==> src/rtl/fifo_ctrl_pkg.sv <==
// Shared constants for the FIFO pointer controller, its flag logic and the attached memory.
package fifo_ctrl_pkg;

    localparam int PTR_WIDTH  = 3;
    localparam int DEPTH      = 1 << PTR_WIDTH;
    localparam int CNT_WIDTH  = PTR_WIDTH + 1;
    localparam int DATA_WIDTH = 10;

    typedef enum logic [2:0] {
        ST_RESET  = 3'd0,
        ST_INIT   = 3'd1,
        ST_IDLE   = 3'd2,
        ST_ACTIVE = 3'd3,
        ST_ERROR  = 3'd4
    } state_e;

endpackage

==> src/rtl/fifo_ptr_ctrl_if.sv <==
// Producer/consumer requests, thresholds and memory/status outputs of the FIFO pointer controller.
interface fifo_ptr_ctrl_if;
    import fifo_ctrl_pkg::*;

    logic                 push;
    logic                 pop;
    logic [CNT_WIDTH-1:0] thr_almost_full;
    logic [CNT_WIDTH-1:0] thr_almost_empty;
    logic                 wr_enable;
    logic                 rd_enable;
    logic [PTR_WIDTH-1:0] wr_ptr;
    logic [PTR_WIDTH-1:0] rd_ptr;
    logic [CNT_WIDTH-1:0] count;
    logic                 full;
    logic                 empty;
    logic                 almost_full;
    logic                 almost_empty;
    logic                 data_valid;
    logic                 overflow_err;
    logic                 underflow_err;
    logic [2:0]           state;

    modport master (
        output push, pop, thr_almost_full, thr_almost_empty,
        input  wr_enable, rd_enable, wr_ptr, rd_ptr, count, full, empty,
               almost_full, almost_empty, data_valid, overflow_err, underflow_err, state
    );

    modport slave (
        input  push, pop, thr_almost_full, thr_almost_empty,
        output wr_enable, rd_enable, wr_ptr, rd_ptr, count, full, empty,
               almost_full, almost_empty, data_valid, overflow_err, underflow_err, state
    );

endinterface

==> src/rtl/fifo_flags.sv <==
// Combinational occupancy flags; shared with the arbiter FIFOs downstream.
module fifo_flags
    import fifo_ctrl_pkg::*;
(
    input  logic [CNT_WIDTH-1:0] count_i,
    input  logic [CNT_WIDTH-1:0] thr_af_i,
    input  logic [CNT_WIDTH-1:0] thr_ae_i,
    output logic                 full_o,
    output logic                 empty_o,
    output logic                 almost_full_o,
    output logic                 almost_empty_o
);

    assign full_o         = (count_i == CNT_WIDTH'(DEPTH));
    assign empty_o        = (count_i == '0);
    assign almost_full_o  = (count_i >= thr_af_i);
    assign almost_empty_o = (count_i <= thr_ae_i);

endmodule

==> src/rtl/fifo_ptr_ctrl.sv <==
// Pointer/occupancy controller for an 8-entry FIFO memory with sticky overflow/underflow trapping.
//
// state     | meaning
// ----------+--------------------------------------------------
// ST_RESET  | held in reset, nothing accepted
// ST_INIT   | one cycle, almost-full/empty thresholds latched
// ST_IDLE   | operational, FIFO empty
// ST_ACTIVE | operational, FIFO holds at least one word
// ST_ERROR  | overflow or underflow seen, frozen until reset
module fifo_ptr_ctrl
    import fifo_ctrl_pkg::*;
(
    input logic            clk,
    input logic            reset,
    fifo_ptr_ctrl_if.slave bus
);

    state_e               state_q, state_d;
    logic [PTR_WIDTH-1:0] wr_ptr_q, wr_ptr_d;
    logic [PTR_WIDTH-1:0] rd_ptr_q, rd_ptr_d;
    logic [CNT_WIDTH-1:0] count_q, count_d;
    logic [CNT_WIDTH-1:0] thr_af_q, thr_af_d;
    logic [CNT_WIDTH-1:0] thr_ae_q, thr_ae_d;
    logic                 ovf_q, ovf_d;
    logic                 udf_q, udf_d;
    logic                 dv_q, dv_d;

    logic full, empty;
    logic in_op, push_acc, pop_acc, ovf_ev, udf_ev;

    fifo_flags u_flags (
        .count_i        (count_q),
        .thr_af_i       (thr_af_q),
        .thr_ae_i       (thr_ae_q),
        .full_o         (full),
        .empty_o        (empty),
        .almost_full_o  (bus.almost_full),
        .almost_empty_o (bus.almost_empty)
    );

    always_ff @(posedge clk) begin
        if (reset) begin
            state_q  <= ST_RESET;
            wr_ptr_q <= '0;
            rd_ptr_q <= '0;
            count_q  <= '0;
            thr_af_q <= CNT_WIDTH'(DEPTH);
            thr_ae_q <= '0;
            ovf_q    <= 1'b0;
            udf_q    <= 1'b0;
            dv_q     <= 1'b0;
        end else begin
            state_q  <= state_d;
            wr_ptr_q <= wr_ptr_d;
            rd_ptr_q <= rd_ptr_d;
            count_q  <= count_d;
            thr_af_q <= thr_af_d;
            thr_ae_q <= thr_ae_d;
            ovf_q    <= ovf_d;
            udf_q    <= udf_d;
            dv_q     <= dv_d;
        end
    end

    always_comb begin
        in_op    = (state_q == ST_IDLE) || (state_q == ST_ACTIVE);
        push_acc = in_op & bus.push & ~full;
        pop_acc  = in_op & bus.pop & ~empty;
        ovf_ev   = in_op & bus.push & full;
        udf_ev   = in_op & bus.pop & empty;

        state_d  = state_q;
        thr_af_d = thr_af_q;
        thr_ae_d = thr_ae_q;
        wr_ptr_d = wr_ptr_q + PTR_WIDTH'(push_acc);
        rd_ptr_d = rd_ptr_q + PTR_WIDTH'(pop_acc);
        count_d  = count_q + CNT_WIDTH'(push_acc) - CNT_WIDTH'(pop_acc);
        ovf_d    = ovf_q | ovf_ev;
        udf_d    = udf_q | udf_ev;
        dv_d     = pop_acc;

        case (state_q)
            ST_RESET: state_d = ST_INIT;
            ST_INIT: begin
                thr_af_d = bus.thr_almost_full;
                thr_ae_d = bus.thr_almost_empty;
                state_d  = ST_IDLE;
            end
            ST_IDLE, ST_ACTIVE: begin
                // The legal half of a mixed push+pop still lands before the trap.
                if (ovf_ev || udf_ev)
                    state_d = ST_ERROR;
                else if (count_d != '0)
                    state_d = ST_ACTIVE;
                else
                    state_d = ST_IDLE;
            end
            ST_ERROR: state_d = ST_ERROR;
            default:  state_d = ST_RESET;
        endcase
    end

    assign bus.wr_enable     = push_acc;
    assign bus.rd_enable     = pop_acc;
    assign bus.wr_ptr        = wr_ptr_q;
    assign bus.rd_ptr        = rd_ptr_q;
    assign bus.count         = count_q;
    assign bus.full          = full;
    assign bus.empty         = empty;
    assign bus.data_valid    = dv_q;
    assign bus.overflow_err  = ovf_q;
    assign bus.underflow_err = udf_q;
    assign bus.state         = state_q;

endmodule

==> src/flat_wrapper.sv <==
// flat-port wrapper written by rule: the top's interface ports become plain ports
module fifo_ptr_ctrl_flat import fifo_ctrl_pkg::*;
  (clk, reset, bus_push, bus_pop, bus_thr_almost_full, bus_thr_almost_empty, bus_wr_enable, bus_rd_enable, bus_wr_ptr, bus_rd_ptr, bus_count, bus_full, bus_empty, bus_almost_full, bus_almost_empty, bus_data_valid, bus_overflow_err, bus_underflow_err, bus_state);
  fifo_ptr_ctrl_if bus_i ();
  input logic clk;
  input logic reset;
  input wire logic [$bits(bus_i.push)-1:0] bus_push;
  input wire logic [$bits(bus_i.pop)-1:0] bus_pop;
  input wire logic [$bits(bus_i.thr_almost_full)-1:0] bus_thr_almost_full;
  input wire logic [$bits(bus_i.thr_almost_empty)-1:0] bus_thr_almost_empty;
  output wire logic [$bits(bus_i.wr_enable)-1:0] bus_wr_enable;
  output wire logic [$bits(bus_i.rd_enable)-1:0] bus_rd_enable;
  output wire logic [$bits(bus_i.wr_ptr)-1:0] bus_wr_ptr;
  output wire logic [$bits(bus_i.rd_ptr)-1:0] bus_rd_ptr;
  output wire logic [$bits(bus_i.count)-1:0] bus_count;
  output wire logic [$bits(bus_i.full)-1:0] bus_full;
  output wire logic [$bits(bus_i.empty)-1:0] bus_empty;
  output wire logic [$bits(bus_i.almost_full)-1:0] bus_almost_full;
  output wire logic [$bits(bus_i.almost_empty)-1:0] bus_almost_empty;
  output wire logic [$bits(bus_i.data_valid)-1:0] bus_data_valid;
  output wire logic [$bits(bus_i.overflow_err)-1:0] bus_overflow_err;
  output wire logic [$bits(bus_i.underflow_err)-1:0] bus_underflow_err;
  output wire logic [$bits(bus_i.state)-1:0] bus_state;
  assign bus_i.push = bus_push;
  assign bus_i.pop = bus_pop;
  assign bus_i.thr_almost_full = bus_thr_almost_full;
  assign bus_i.thr_almost_empty = bus_thr_almost_empty;
  assign bus_wr_enable = bus_i.wr_enable;
  assign bus_rd_enable = bus_i.rd_enable;
  assign bus_wr_ptr = bus_i.wr_ptr;
  assign bus_rd_ptr = bus_i.rd_ptr;
  assign bus_count = bus_i.count;
  assign bus_full = bus_i.full;
  assign bus_empty = bus_i.empty;
  assign bus_almost_full = bus_i.almost_full;
  assign bus_almost_empty = bus_i.almost_empty;
  assign bus_data_valid = bus_i.data_valid;
  assign bus_overflow_err = bus_i.overflow_err;
  assign bus_underflow_err = bus_i.underflow_err;
  assign bus_state = bus_i.state;
  fifo_ptr_ctrl u_core (.clk(clk), .reset(reset), .bus(bus_i));
endmodule
==> config.mk <==
export PLATFORM = sky130hd
export DESIGN_NAME = fifo_ptr_ctrl_flat
export DESIGN_NICKNAME = d
export VERILOG_FILES = /design/src/rtl/fifo_ctrl_pkg.sv /design/src/rtl/fifo_ptr_ctrl_if.sv /design/src/rtl/fifo_flags.sv /design/src/rtl/fifo_ptr_ctrl.sv /design/src/flat_wrapper.sv
export SDC_FILE = /design/constraint.sdc
export NUM_CORES = 1
export LEC_CHECK = 0
export BUFFER_PORTS_ARGS = -buffer_cell sky130_fd_sc_hd__buf_2
export CORE_MARGIN = 1.5
export CORE_UTILIZATION = 55
export DETAILED_ROUTE_END_ITERATION = 16
export PLACE_DENSITY = 0.89
export SYNTH_ARGS = -nofsm -noshare
export SYNTH_HDL_FRONTEND = slang
export SYNTH_SLANG_ARGS = --single-unit
==> constraint.sdc <==
create_clock -name clk -period 6.55 [get_ports clk]
set_input_delay 0.9825 -clock clk [delete_from_list [all_inputs] [get_ports clk]]
set_output_delay 0.9825 -clock clk [all_outputs]
set_load 0.03 [all_outputs]
After elaboration in Yosys (flattened, before gate mapping)
Cells that the tools add are included.

storage, ports and cells
  input port bits = 12
  register bits after elaboration = 24
  logic and storage cells = 39
  output and inout bits = 22

operators by class
  $add $sub $neg = 4
  reduce and logical (&&, ||, !) cells = 6
  equality and inequality tests = 5
  multiplexer cells = 3
  bitwise gates (word level) = 10
  $lt $le $gt $ge = 2

operators by type and width
  kind                                                              count
  3-bit case mux with 4 select lines                                1
  3-bit by 1-bit adder with 3-bit output                            2
  1-bit AND                                                         6
  3-bit by 2-bit == test with 1-bit output (second input constant)  2
  4-bit by 1-bit adder with 4-bit output                            1
  4-bit == test (second input constant)                             1
  4-bit >= comparator                                               1
  4-bit less-or-equal comparator                                    1
  4-bit zero test                                                   1
  4-bit nonzero test                                                1
  4-bit by 1-bit subtractor with 4-bit output                       1
  3-bit by 1-bit == test with 1-bit output (second input constant)  1
  3-bit == test (second input constant)                             1
  3-bit zero test                                                   1
  3-bit two-way mux                                                 1
  1-bit logical OR                                                  2
  1-bit NOT                                                         2
  1-bit OR                                                          2
  2-bit OR reduction                                                1
  1-bit two-way mux                                                 1

Depth between registers and ports, before layout
  depth after elaboration = 10
  gate-level depth with buffers = 11
  gate-level depth less buffers = 11

Cells and area by module
From an unflattened synthesis, not the netlist that was laid out.

unflattened totals
  cell total of the unflattened synthesis = 136
  area total of the unflattened synthesis = 1206.2 µm²

modules (own cells, without submodules)
  module         times used  seq. area each (µm²)  cells an instance  area each (µm²)
  fifo_ptr_ctrl  1           480.5                 107                996.0
  fifo_flags     1           0.0                   29                 210.2

Worst setup path after synthesis
OpenSTA, ideal clock, no wires.

  path kind = reg2out
  start = register u_core.count_q[1] (netlist: u_core.bus.count[1])
  end = output bus_almost_empty
  arrival = 2.039 ns
  cell stages (with the launch flop) = 6
  setup slack = 3.528 ns
  path buffers = 0
  required time = 5.568 ns
  cells stage by stage = dfxtp_1 ha_1 nor2b_1 o21a_1 o21a_1 o21ai_0

between the ends
  longest elaborated chain between the ends = 1

ends and longest elaborated chain
  what                            line                 source
  start, declared                 fifo_ptr_ctrl.sv:21  logic [CNT_WIDTH-1:0] count_q, count_d;
  start signal, assigned          fifo_ptr_ctrl.sv:56  count_q <= count_d;
  4-bit less-or-equal comparator  fifo_flags.sv:17     assign almost_empty_o = (count_i <= thr_ae_i);
  end, declared                   flat_wrapper.sv:19   output wire logic [$bits(bus_i.almost_empty)-1:0] bus_almost_empty;

No other way between the ends.

Worst setup path in the final report
Ends and elaborated chain as after synthesis.

==> results.json <==
{
  "run_status": "complete, no violations",
  "timing.max_slew.rel_slack": 0.712,
  "yosys-top-cells-count": "dfxtp_1, nand2_1, ha_1",
  "synth.yosys.seq_area_share": 0.388,
  "cts_tree": "yes",
  "post_cts_buffers": 0,
  "latest_clock_arrival_within_the_worst_skew_pair_ns": 0.31,
  "synth_top_cell_area_share": 0.388,
  "hold_buffers": 0,
  "htree_levels": 1,
  "library_cell_with_the_largest_summed_area_after_synthesis": "dfxtp_1",
  "final-setup-viol-count": 0,
  "rows": 16,
  "post-route-period-util": 0.454,
  "cts.repair.resized": 0,
  "synth_top_family_by_area": "simple AND/OR/NAND/NOR gates",
  "yosysMostFrequentCell": "dfxtp_1",
  "gr-usage-all-layers": 0.235,
  "synth-main-ff-cell": "dfxtp_1",
  "grt_max_degree": 25,
  "rsz_0062_raised_after_global_routing": "no",
  "timing.clock.skew_ns": 0.00706,
  "hold_wc_path_type": "flip-flop to flip-flop",
  "asyncSetResetFlopFracSynth": 0,
  "top_achievable_clock_speed_ghz": 0.336,
  "timing.critical_path.required_ns": 5.57,
  "path_class": "flip-flop to primary output",
  "synth_area_leaders": "dfxtp_1, ha_1, nand2_1, a21oi_1, inv_1",
  "synth_adder_area_share": 0.178,
  "ios": 34,
  "fin_worst_setup_slack_ns": 3.58,
  "grt_antenna_before_repair": 0,
  "synth.yosys.warnings": 0,
  "synth-simple-area-share": 0.199,
  "static-leakage-power_nw": 0.694,
  "final_layout_size_suffix_gt1_frac": 0.249,
  "hpwlAfterDp_mm": 2.00,
  "routed_wirelength_mm": 2.64,
  "place.gp.congestion": 0.770,
  "power_density_mw_per_mm2": 386,
  "start_util": 0.607,
  "cts-root-buf": "clkbuf_4",
  "grt_first_pass_wirelength_mm": 4.62,
  "r2r_slack_ns": 3.94,
  "synth_mux_area_frac": 0,
  "synth_nets": 165,
  "final_max_slew_viol_count": 0,
  "drc_errors": 0,
  "detailroute.via_count": 1059,
  "postSynthRegisterBits": 24,
  "cts_num_sinks": 24,
  "area_grow_syn2layout_pct": 16.4,
  "synth-edff-count": 0,
  "die_ar_mm2": 0.00255,
  "clk_path_buf_depth": 2,
  "avgRoutedWirePerCell_um": 13.5,
  "transition_time_of_the_tightest_slew_check_pin_ns": 0.432,
  "timing.critical_path.fanout_max": 8,
  "num-nets-final": 200,
  "syn_avg_cell_area_um2": 9.11,
  "routed_via_density": 5.40,
  "numCtsBuffers": 3,
  "max-vdd-ir-drop_mv": 0.236,
  "port_buffers": 33,
  "drt_first_pass_iters": 4,
  "floorplan.die.width_um": 50.5,
  "drt-initial-drc-count": 25,
  "dp.cells": 193,
  "syn-instance-count": 136,
  "antenna_left": 0,
  "num_antenna_cells": 0,
  "post_synth_instance_area_mm2": 0.00124,
  "grt_overflow_total": 0,
  "cap_viol_max_count": 0,
  "hold_violations_final": 0,
  "worst_setup_hold_path_clk_slew_ns": 0.13,
  "vias_in_the_first_global_route": 1092,
  "layout_min_cycle_time_ns": 2.97,
  "cp_endpoint_kind": "primary output",
  "height_of_the_chip_um": 50.5,
  "synth_compound_gate_area_share": 0.155,
  "worstPathArrival_ns": 1.99,
  "setup_slack_at_placement_ns": 3.68,
  "final.setup.tns_ns": 0,
  "finalNonFillerCells": 196,
  "startpoint_type": "flip-flop",
  "placeable_core_region_mm2": 0.00204,
  "synth.distinct_cells": 36,
  "yosys.area_share.xor_xnor": 0.0354
}
-- worst max-delay path, stage by stage, from the launching register on --
cell and delay (ns):
dfxtp_1 0.53, ha_1 0.30, nor2b_1 0.14, o21a_1 0.18, o21a_1 0.17, o21ai_0 0.14, buf_2 0.22
-- area by class of cell --
cell class | instances | area [um2]
Inverter | 10 | 37.5
Sequential cell | 24 | 480
Clock buffer | 3 | 22.5
Fill cell | 181 | 601
Multi-Input combinational cell | 99 | 702
Tap cell | 27 | 33.8
Timing Repair Buffer | 33 | 165
-- placed cells by master, fill, tap and decap left out, types with 2 or more instances in the layout --
cell type   n
buf_2      33
dfxtp_1    24
nand2_1    18
ha_1       16
inv_1      10
nor2_1     10
a21oi_1    10
nor2b_1     6
xnor2_1     4
and2_1      3
a21o_1      3
clkbuf_4    3
nand3b_1    2
o21ai_0     2
o21a_1      2
o31ai_1     2
a31oi_1     2
-- where the power goes --
group	total (W)	leakage [nW]	internal, W	switching [W]
registers	0.000195	0.195	0.000171	0.0000240
clock network	0.0000633	0.0138	0.0000215	0.0000418
logic	0.000298	0.485	0.000111	0.000187
total	0.000557	0.694	0.000304	0.000253
-- per-layer routing --
metal	routed length [um]	global-route usage	vias to the layer above
met5	0	0	-
met4	27	0.0991	0
met3	119	0.0446	4
met2	1370	0.441	31
met1	1120	0.255	496
li1	-	-	528
-- state kept, by name (all words and copies together), names as in the netlist --
name,count
u_core.bus.rd_ptr,3
u_core.bus.overflow_err,1
u_core.bus.wr_ptr,3
u_core.thr_ae_q,4
u_core.thr_af_q,4
u_core.bus.underflow_err,1
u_core.bus.count,4
u_core.bus.data_valid,1
u_core.bus.state,3
-- path summary, 6_finish.rpt --
path,start,endpoint,depth (start not counted)
setup / recovery,u_core.bus.count[1]$_SDFF_PP0_,bus_almost_empty,6
hold reg to reg,u_core.thr_af_q[0]$_SDFFE_PP0P_,u_core.thr_af_q[0]$_SDFFE_PP0P_,2
setup reg to reg,u_core.bus.count[2]$_SDFF_PP0_,u_core.bus.state[0]$_SDFF_PP0_,11
hold / removal,u_core.thr_af_q[0]$_SDFFE_PP0P_,u_core.thr_af_q[0]$_SDFFE_PP0P_,2
-- per-stage QoR --
step | hold WS, ns | power [W] | instance area, um2 | util
floorplan | 0.436 | 0.000421 | 1240 | -
global placement | 0.440 | 0.000473 | 1420 | 0.695
detailed placement | 0.457 | 0.000491 | 1420 | 0.695
CTS | 0.474 | 0.000556 | 1440 | 0.706
global route | 0.499 | 0.000598 | 1440 | 0.706
finish | 0.478 | 0.000557 | 1440 | 0.706
-- logic make-up (layout without fill, tap and decap cells) --
logic type | Yosys count | in the layout
DFF | 24 | 24
buffers and inverters | 13 | 46
AOI/OAI and AO/OA | 28 | 28
xor gates and xnor gates | 5 | 5
adders and majority gates | 17 | 17
and+or+nand+nor | 49 | 49
Power figures use the tool's default switching activity.
